`src/rtl/controlador_parqueo_param_if.sv`:
```
`default_nettype none
// ============================================================================
// Module      : controlador_parqueo_param_if
// Description : Gate sensor / keypad / actuator bundle for one parking
//               entry gate.
//                 master : sensors and keypad side (drives the inputs)
//                 slave  : gate controller (drives the gate status)
//               Inputs : Vehiculo, Termino, enterPin, Pin[PIN_W], Salida
//               Status : Cerrado, Abierto, Alarma, Bloqueo, Lleno,
//                        Ocupacion[OCC_W], Intentos[4]
// Revision    : 1.0  initial release
// ============================================================================
interface controlador_parqueo_param_if #(
    parameter int PIN_W = 8,
    parameter int OCC_W = 3
);
    logic             Vehiculo;
    logic             Termino;
    logic             enterPin;
    logic [PIN_W-1:0] Pin;
    logic             Salida;
    logic             Cerrado;
    logic             Abierto;
    logic             Alarma;
    logic             Bloqueo;
    logic             Lleno;
    logic [OCC_W-1:0] Ocupacion;
    logic [3:0]       Intentos;

    modport master (
        output Vehiculo, Termino, enterPin, Pin, Salida,
        input  Cerrado, Abierto, Alarma, Bloqueo, Lleno, Ocupacion, Intentos
    );

    modport slave (
        input  Vehiculo, Termino, enterPin, Pin, Salida,
        output Cerrado, Abierto, Alarma, Bloqueo, Lleno, Ocupacion, Intentos
    );
endinterface
`default_nettype wire

```
`src/rtl/controlador_parqueo_param.sv`:
```
`default_nettype none
// ============================================================================
// Module      : controlador_parqueo_param
// Description : Parametrised parking-gate controller. PIN entry with
//               wrong-attempt counting and alarm, tailgating lockout,
//               gate-open timeout and lot-occupancy tracking.
//   Clk    : clock, all state on the rising edge
//   Reset  : synchronous, active-high reset
//   bus    : slave side of controlador_parqueo_param_if
//            (Vehiculo, Termino, enterPin, Pin, Salida in;
//             Cerrado, Abierto, Alarma, Bloqueo, Lleno, Ocupacion,
//             Intentos out -- all outputs combinational from state+inputs)
// Revision    : 1.0  initial release
// ============================================================================
module controlador_parqueo_param #(
    parameter int               PIN_W     = 8,
    parameter logic [PIN_W-1:0] PIN_OK    = 8'b00010000,
    parameter int               MAX_TRIES = 3,
    parameter int               OPEN_TO   = 16,
    parameter int               CAP       = 4,
    parameter int               OCC_W     = 3
) (
    input  wire logic                  Clk,
    input  wire logic                  Reset,
    controlador_parqueo_param_if.slave bus
);

    localparam int TIMER_W = $clog2(OPEN_TO);

    localparam logic [3:0]         c_max_tries  = 4'(MAX_TRIES);
    localparam logic [TIMER_W-1:0] c_timer_last = TIMER_W'(OPEN_TO - 1);
    localparam logic [OCC_W-1:0]   c_cap        = OCC_W'(CAP);
    localparam logic [OCC_W-1:0]   c_occ_one    = OCC_W'(1);

    typedef enum logic [2:0] {
        CERRADA   = 3'b001,
        ABIERTA   = 3'b010,
        BLOQUEADA = 3'b100
    } state_t;

    state_t             r_state;
    logic [3:0]         r_tries;
    logic [TIMER_W-1:0] r_timer;
    logic [OCC_W-1:0]   r_occ;

    logic               w_lleno;
    logic               w_pin_ok;
    logic               w_timer_last;
    logic               w_closing;
    logic               w_inc;
    logic [OCC_W-1:0]   w_occ_next;
    logic               w_cerrado;
    logic               w_abierto;
    logic               w_alarma;
    logic               w_bloqueo;

    assign w_lleno      = (r_occ == c_cap);
    assign w_pin_ok     = (bus.Pin == PIN_OK);
    assign w_timer_last = (r_timer == c_timer_last);

    // The gate starts closing in the very cycle the vehicle finishes or the
    // open window expires, so the status outputs flip before the state does.
    assign w_closing = (r_state == ABIERTA) && (bus.Termino || w_timer_last);

    // A car is counted in only on the Termino cycle of an open gate.
    assign w_inc = (r_state == ABIERTA) && bus.Termino;

    // Occupancy update. Entry and exit in the same cycle cancel, except on
    // an empty lot where the exit cannot be honoured but the entry can.
    always_comb begin
        w_occ_next = r_occ;
        if (w_inc && bus.Salida) begin
            if (r_occ == '0) begin
                w_occ_next = c_occ_one;
            end
        end else if (w_inc) begin
            if (r_occ != c_cap) begin
                w_occ_next = r_occ + c_occ_one;
            end
        end else if (bus.Salida) begin
            if (r_occ != '0) begin
                w_occ_next = r_occ - c_occ_one;
            end
        end
    end

    // Mealy status outputs; an illegal state reads as a closed gate.
    always_comb begin
        w_cerrado = 1'b1;
        w_abierto = 1'b0;
        w_alarma  = 1'b0;
        w_bloqueo = 1'b0;
        case (r_state)
            CERRADA: begin
                w_alarma = bus.Vehiculo && (r_tries >= c_max_tries);
            end
            ABIERTA: begin
                w_cerrado = w_closing;
                w_abierto = !w_closing;
            end
            BLOQUEADA: begin
                w_cerrado = 1'b0;
                w_alarma  = 1'b1;
                w_bloqueo = 1'b1;
            end
            default: begin
            end
        endcase
    end

    always_ff @(posedge Clk) begin
        if (Reset) begin
            r_state <= CERRADA;
            r_tries <= '0;
            r_timer <= '0;
            r_occ   <= '0;
        end else begin
            r_occ <= w_occ_next;
            case (r_state)
                CERRADA: begin
                    // A full lot or an absent vehicle makes the keypad inert.
                    if (bus.Vehiculo && bus.enterPin && !w_lleno) begin
                        if (w_pin_ok) begin
                            r_state <= ABIERTA;
                            r_tries <= '0;
                            r_timer <= '0;
                        end else if (r_tries < c_max_tries) begin
                            r_tries <= r_tries + 4'd1;
                        end
                    end
                end
                ABIERTA: begin
                    r_tries <= '0;
                    r_timer <= r_timer + TIMER_W'(1);
                    // Termino wins over the timeout when both occur.
                    if (bus.Termino) begin
                        r_state <= bus.Vehiculo ? BLOQUEADA : CERRADA;
                    end else if (w_timer_last) begin
                        r_state <= CERRADA;
                    end
                end
                BLOQUEADA: begin
                    // Supervisor override: a correct PIN reopens even if full.
                    if (bus.enterPin && w_pin_ok) begin
                        r_state <= ABIERTA;
                        r_tries <= '0;
                        r_timer <= '0;
                    end
                end
                default: begin
                    r_state <= CERRADA;
                end
            endcase
        end
    end

    assign bus.Cerrado   = w_cerrado;
    assign bus.Abierto   = w_abierto;
    assign bus.Alarma    = w_alarma;
    assign bus.Bloqueo   = w_bloqueo;
    assign bus.Lleno     = w_lleno;
    assign bus.Ocupacion = r_occ;
    assign bus.Intentos  = r_tries;

endmodule
`default_nettype wire

```
`src/flat_wrapper.sv`:
```
// flat-port wrapper written by rule: the top's interface ports become plain ports
module controlador_parqueo_param_flat 
#(
    parameter int               PIN_W     = 8,
    parameter logic [PIN_W-1:0] PIN_OK    = 8'b00010000,
    parameter int               MAX_TRIES = 3,
    parameter int               OPEN_TO   = 16,
    parameter int               CAP       = 4,
    parameter int               OCC_W     = 3
)
  (Clk, Reset, bus_Vehiculo, bus_Termino, bus_enterPin, bus_Pin, bus_Salida, bus_Cerrado, bus_Abierto, bus_Alarma, bus_Bloqueo, bus_Lleno, bus_Ocupacion, bus_Intentos);
  controlador_parqueo_param_if #(.PIN_W(PIN_W), .OCC_W(OCC_W)) bus_i ();
  input  wire logic Clk;
  input  wire logic Reset;
  input wire logic [$bits(bus_i.Vehiculo)-1:0] bus_Vehiculo;
  input wire logic [$bits(bus_i.Termino)-1:0] bus_Termino;
  input wire logic [$bits(bus_i.enterPin)-1:0] bus_enterPin;
  input wire logic [$bits(bus_i.Pin)-1:0] bus_Pin;
  input wire logic [$bits(bus_i.Salida)-1:0] bus_Salida;
  output wire logic [$bits(bus_i.Cerrado)-1:0] bus_Cerrado;
  output wire logic [$bits(bus_i.Abierto)-1:0] bus_Abierto;
  output wire logic [$bits(bus_i.Alarma)-1:0] bus_Alarma;
  output wire logic [$bits(bus_i.Bloqueo)-1:0] bus_Bloqueo;
  output wire logic [$bits(bus_i.Lleno)-1:0] bus_Lleno;
  output wire logic [$bits(bus_i.Ocupacion)-1:0] bus_Ocupacion;
  output wire logic [$bits(bus_i.Intentos)-1:0] bus_Intentos;
  assign bus_i.Vehiculo = bus_Vehiculo;
  assign bus_i.Termino = bus_Termino;
  assign bus_i.enterPin = bus_enterPin;
  assign bus_i.Pin = bus_Pin;
  assign bus_i.Salida = bus_Salida;
  assign bus_Cerrado = bus_i.Cerrado;
  assign bus_Abierto = bus_i.Abierto;
  assign bus_Alarma = bus_i.Alarma;
  assign bus_Bloqueo = bus_i.Bloqueo;
  assign bus_Lleno = bus_i.Lleno;
  assign bus_Ocupacion = bus_i.Ocupacion;
  assign bus_Intentos = bus_i.Intentos;
  controlador_parqueo_param #(.PIN_W(PIN_W), .PIN_OK(PIN_OK), .MAX_TRIES(MAX_TRIES), .OPEN_TO(OPEN_TO), .CAP(CAP), .OCC_W(OCC_W)) u_core (.Clk(Clk), .Reset(Reset), .bus(bus_i));
endmodule
```
`config.mk`:
```
export PLATFORM = sky130hd
export DESIGN_NAME = controlador_parqueo_param_flat
export DESIGN_NICKNAME = d
export VERILOG_FILES = /design/src/rtl/controlador_parqueo_param_if.sv /design/src/rtl/controlador_parqueo_param.sv /design/src/flat_wrapper.sv
export SDC_FILE = /design/constraint.sdc
export NUM_CORES = 1
export LEC_CHECK = 0
export CORE_ASPECT_RATIO = 0.5
export CORE_MARGIN = 2
export CORE_UTILIZATION = 25
export DETAILED_ROUTE_END_ITERATION = 10
export PLACE_DENSITY = 0.45
export REMOVE_ABC_BUFFERS = 1
export SYNTH_ARGS = -nofsm -noshare
export SYNTH_HDL_FRONTEND = slang
export SYNTH_SLANG_ARGS = --single-unit
```
`constraint.sdc`:
```
create_clock -name Clk -period 3.11 [get_ports Clk]
set_clock_uncertainty 0.1 [all_clocks]
set_input_delay 0.4665 -clock Clk [delete_from_list [all_inputs] [get_ports Clk]]
set_output_delay 0.4665 -clock Clk [all_outputs]
set_load 0.01 [all_outputs]
```
# --- Word-level counts from Yosys, hierarchy flattened ---
# Index checks and enable logic that the tools add are counted.
# Widths: inputs -> output; s select.
classes:
  n_addsub: 4
  n_mul: 0
  n_div: 0
  order_cmp: 2
  n_eq_ne: 14
  shifts: 0
  n_mux: 25
  bitwise: 0
  n_reduce_logical: 19
op_table:
  columns: ["cell", "n"]
  rows:
  - ["$mux 3", 12]
  - ["$mux 4", 6]
  - ["$pmux 4 s3", 2]
  - ["$reduce_and 4->1", 4]
  - ["$reduce_bool 3->1", 4]
  - ["$pmux 3 s3", 1]
  - ["$add 4x1->4 const B", 2]
  - ["$eq 8x5->1 const B", 1]
  - ["$logic_and 1x1->1", 7]
  - ["$eq 3x3->1 const B", 2]
  - ["$ne 2x1->1 const B", 3]
  - ["$ne 3x3->1 const B", 2]
  - ["$eq 4x4->1 const B", 1]
  - ["$ge 4x2->1 const B", 1]
  - ["$lt 4x2->1 const B", 1]
  - ["$pmux 1 s2", 2]
  - ["$add 3x1->3 const B", 1]
  - ["$eq 3x1->1 const B", 1]
  - ["$eq 3x2->1 const B", 1]
  - ["$logic_not 3->1", 1]
  - ["$ne 3x1->1 const B", 1]
  - ["$ne 3x2->1 const B", 1]
  - ["$sub 3x1->3 const B", 1]
  - ["$logic_not 1->1", 2]
  - ["3 further kinds", 4]
word_totals:
  regBits: 14
  latchBits: 0
  ramBits: 0
  romBits: 0
  wordCells: 68
  mem_count: 0

# --- Logic depth before layout (Yosys ltp) ---
logic_depth:
  depth_word: 5
  ltp_mapped: 7
  depth_no_buf: 6

# --- Worst setup path after synthesis ---
# No wires, ideal clock.
synth_path:
  path_kind: "input port to flip-flop"
  startpoint: "input port bus_Termino"
  endpoint: "register u_core.r_occ[2] (netlist: u_core.bus.Ocupacion[2])"
  setup_time_ns: 0.079
  t_arrival_ns: 2.127
  required_ns: 2.931
  slack_ns: 0.804
  path_stages: 7
  n_path_buf: 1
  path_cell_list: "nor4bb_1 -> buf_6 -> xnor2_1 -> ha_1 -> or4b_4 -> o221a_2 -> a211oi_2"
synth_between:
  elab_chain_cells: 4
synth_rtl:
  columns: ["element", "line_no", "text"]
  rows:
  - ["from (decl)", "flat_wrapper.sv:16", "input wire logic [$bits(bus_i.Termino)-1:0] bus_Termino;"]
  - ["$logic_and 1x1->1 (*)", "controlador_parqueo_param.sv:66", "assign w_inc = (r_state == ABIERTA) && bus.Termino;"]
  - ["$logic_and 1x1->1", "controlador_parqueo_param.sv:72", "if (w_inc && bus.Salida) begin"]
  - ["$ne 3x3->1 (no line) (tied with other cells)", null, null]
  - ["$reduce_and 4->1 (no line)", null, null]
  - ["to (signal assigned)", "controlador_parqueo_param.sv:118", "r_occ <= w_occ_next;"]
  - ["to (decl)", "controlador_parqueo_param.sv:44", "logic [OCC_W-1:0] r_occ;"]
# Every way passes the cells marked *; elsewhere a longest branch is shown, timed or not.
# A chain may end at the register's enable or synchronous reset.

# --- Worst setup path after layout ---
layout_path:
  startpoint: "register u_core.r_state[1]"
  endpoint: "output port bus_Cerrado"
layout_between:
  elab_chain_cells: 3
layout_rtl:
  columns: ["element", "line_no", "text"]
  rows:
  - ["from (decl)", "controlador_parqueo_param.sv:41", "state_t r_state;"]
  - ["from (signal assigned)", "controlador_parqueo_param.sv:137", "r_state <= bus.Vehiculo ? BLOQUEADA : CERRADA;"]
  - ["$eq 3x2->1", "controlador_parqueo_param.sv:63, controlador_parqueo_param.sv:93", null]
  - ["$logic_and 1x1->1", "controlador_parqueo_param.sv:63", "assign w_closing = (r_state == ABIERTA) && (bus.Termino || w_timer_last);"]
  - ["$pmux 1 s2 (*)", "controlador_parqueo_param.sv:93", "case (r_state)"]
  - ["to (decl)", "flat_wrapper.sv:20", "output wire logic [$bits(bus_i.Cerrado)-1:0] bus_Cerrado;"]
# Marks and branches as above.

==> metrics.cfg <==
[timing]
relSlewSlack = 0.673
clock.fmax_mhz = 380
tightest_slew_ps = 487
setup_viol = 0
rsz0062_at_grt = no
tns_ps = 0
fin_ws_ps = 481
min_period_ps = 2630
hold_viol_final = 0
finalCritPeriodShare = 0.845
slew_violations = 0

[grt]
gr-usage-all-layers = 0.119
antenna_found_initial = 0
grt_max_degree = 9
grt_pass1_vias = 731
grt_overflow = 0
grt_pass1_wl_mm = 3.42

[synthesis]
ys_seq_elements = 14
synth_warnings = 0
ys_seq_area_frac = 0.332
netlist_instances = 94
synth_cell_types = 39
synth_area_per_cell_um2 = 8.97
syn_area_um2 = 843

[die]
io_pins = 26
rows = 14
die_x_um = 86.1
dieHeight_um = 45.1
core-area_mm2 = 0.00310
die_area_mm2 = 0.00388
initial_utilization = 0.272

[clocking]
cts.sinks = 14
insertion_delay_ps = 250
cts_hold_buf = 0
cts_tree = done
cts_root_buf = clkbuf_8
clkSlewWorstSetupHoldPaths_ps = 60
post_cts_resized = 0
htree_levels = 1
numCtsBuffers = 3
cts_setup_buffers = 0
cts_max_path_buffers = 2

[place]
port_buffers = 25
gp_congestion = 0.730
place_ws_ps = 220
place_hpwl_mm = 1.65

[power_and_ir_drop]
leakage_nw = 0.443
power_density_mw_per_mm2 = 389
worst_ir_drop_vdd_mv = 0.177

[worst_setup_path]
start_kind = flop
end_kind = output pin
r2r_slack_ps = 780
worstPathArrival_ps = 2060
cp_max_fo = 7
required_ps = 2540
critPathKind = reg -> out

[drt]
drt_first_pass_iters = 4
routed_wl_mm = 2.10
vias = 790
drt-initial-drc-count = 42
wl_per_cell_um = 12.9
viasPerCell = 4.88
drc_errors = 0
drtAntennaViolNets = 0

[layout]
final_util = 0.385
multi_input_area_um2 = 520
antenna_cells_inserted = 0
drive_above_1_share = 0.139
fill_cells = 324
area_growth_pct = 41.5
fin_nets = 140
ff_latch_area_um2 = 280

[flow_run]
cap_violations = 0

[hold_path]
hold_path.class = reg -> reg

[outcome]
outcome = completed

## through the flow
stage | cells | power (mW) | cell area (um2) | hold WS, ps
final | 162 | 0.464 | 1190 | 387
after global routing | 162 | 0.491 | 1190 | 407
after CTS | 162 | 0.476 | 1190 | 395
after detailed placement | 158 | 0.288 | 1140 | 381
after global placement | 158 | 0.288 | 1140 | 370
after floorplan | 91 | 0.243 | 823 | 347
## cells in the mapped netlist (all sizes together)
| library cell | number | area share |
|---|---|---|
| nand2b | 1 | 0.0074 |
| nand4 | 1 | 0.0074 |
| a221oi | 1 | 0.010 |
| nor2 | 6 | 0.027 |
| o31ai | 1 | 0.0089 |
| clkbuf | 1 | 0.0044 |
| a21oi | 4 | 0.024 |
| a41oi | 1 | 0.010 |
| ha | 3 | 0.045 |
| and2 | 1 | 0.0074 |
| dfxtp | 14 | 0.33 |
| o21a | 1 | 0.0089 |
| or3b | 3 | 0.031 |
| a311oi | 1 | 0.010 |
| or3 | 1 | 0.0074 |
| o41ai | 1 | 0.010 |
| o31a | 1 | 0.010 |
| a21o | 1 | 0.0089 |
| nor4bb | 1 | 0.012 |
| o221a | 2 | 0.027 |
| nor4 | 1 | 0.015 |
| nand3 | 4 | 0.024 |
| inv | 6 | 0.027 |
| a32oi | 1 | 0.010 |
| nor4b | 1 | 0.018 |
| nand2 | 10 | 0.045 |
| o21ai | 4 | 0.024 |
| a31o | 1 | 0.010 |
| nor3b | 4 | 0.036 |
| buf | 2 | 0.019 |
| mux2i | 2 | 0.024 |
| xnor2 | 3 | 0.031 |
| a31oi | 1 | 0.015 |
| xor2 | 2 | 0.021 |
| or4b | 1 | 0.016 |
| a211oi | 5 | 0.056 |
## worst paths after layout
kind                                        from                                    to  depth (start not counted)
max               u_core.r_state[1]$_SDFFE_PP0P_                           bus_Cerrado                          4
min          u_core.bus.Intentos[0]$_SDFFE_PP0P_   u_core.bus.Intentos[0]$_SDFFE_PP0P_                          2
max reg2reg       u_core.r_state[1]$_SDFFE_PP0P_  u_core.bus.Ocupacion[2]$_SDFFE_PP0P_                          7
min reg2reg  u_core.bus.Intentos[0]$_SDFFE_PP0P_   u_core.bus.Intentos[0]$_SDFFE_PP0P_                          2
## placed cells by master, fill, tap and decap left out, drive strengths merged, types with 3 or more instances in the layout
cell,n
clkdlybuf4s50,25
nand3,4
ha,3
inv,6
a211oi,5
o21ai,4
dfxtp,14
xnor2,3
nand2,10
or3b,3
nor3b,4
nor2,6
a21oi,4
clkbuf,4
## metal layers
layer  wire length, um  GRT usage  up-vias
met5                 0          0        -
met3                66     0.0384        0
met2               929      0.191       15
met4                 0     0.0508        0
met1              1100      0.152      369
li1                  -          -      406
## report_power, final
group	internal (mW)	total, mW	switching [mW]
clock	0.112	0.180	0.0678
sequential	0.187	0.198	0.0107
combinational	0.0497	0.0866	0.0369
total	0.349	0.464	0.115
## layout make-up
type                       count  area share
tap                           40      0.0419
clock buffer                   4      0.0461
inverter                       6      0.0189
timing repair buffer          27       0.222
multi-input combinational     71       0.436
sequential                    14       0.235
## worst max-delay path, stage by stage, from the launching register on
cell and delay [ps]:
dfxtp_1 430, or3b_1 420, a311oi_1 340, nor2_1 120
clkdlybuf4s50_1 500
## sequential cells by signal, indices dropped and copies added, names as in the netlist
signal,flops
u_core.r_state,3
u_core.bus.Intentos,4
u_core.bus.Ocupacion,3
u_core.r_timer,4
## cell families after synthesis
| kind of cell | synth area share |
|---|---|
| AOI/OAI and AO/OA | 0.245 |
| muxes | 0.0237 |
| xor gates and xnor gates | 0.0519 |
| buffers and inverters | 0.0504 |
| and+or+nand+nor | 0.252 |
| adders and majority gates | 0.0445 |
| DFF | 0.332 |
Note: power is estimated with default switching activity, not from simulation.
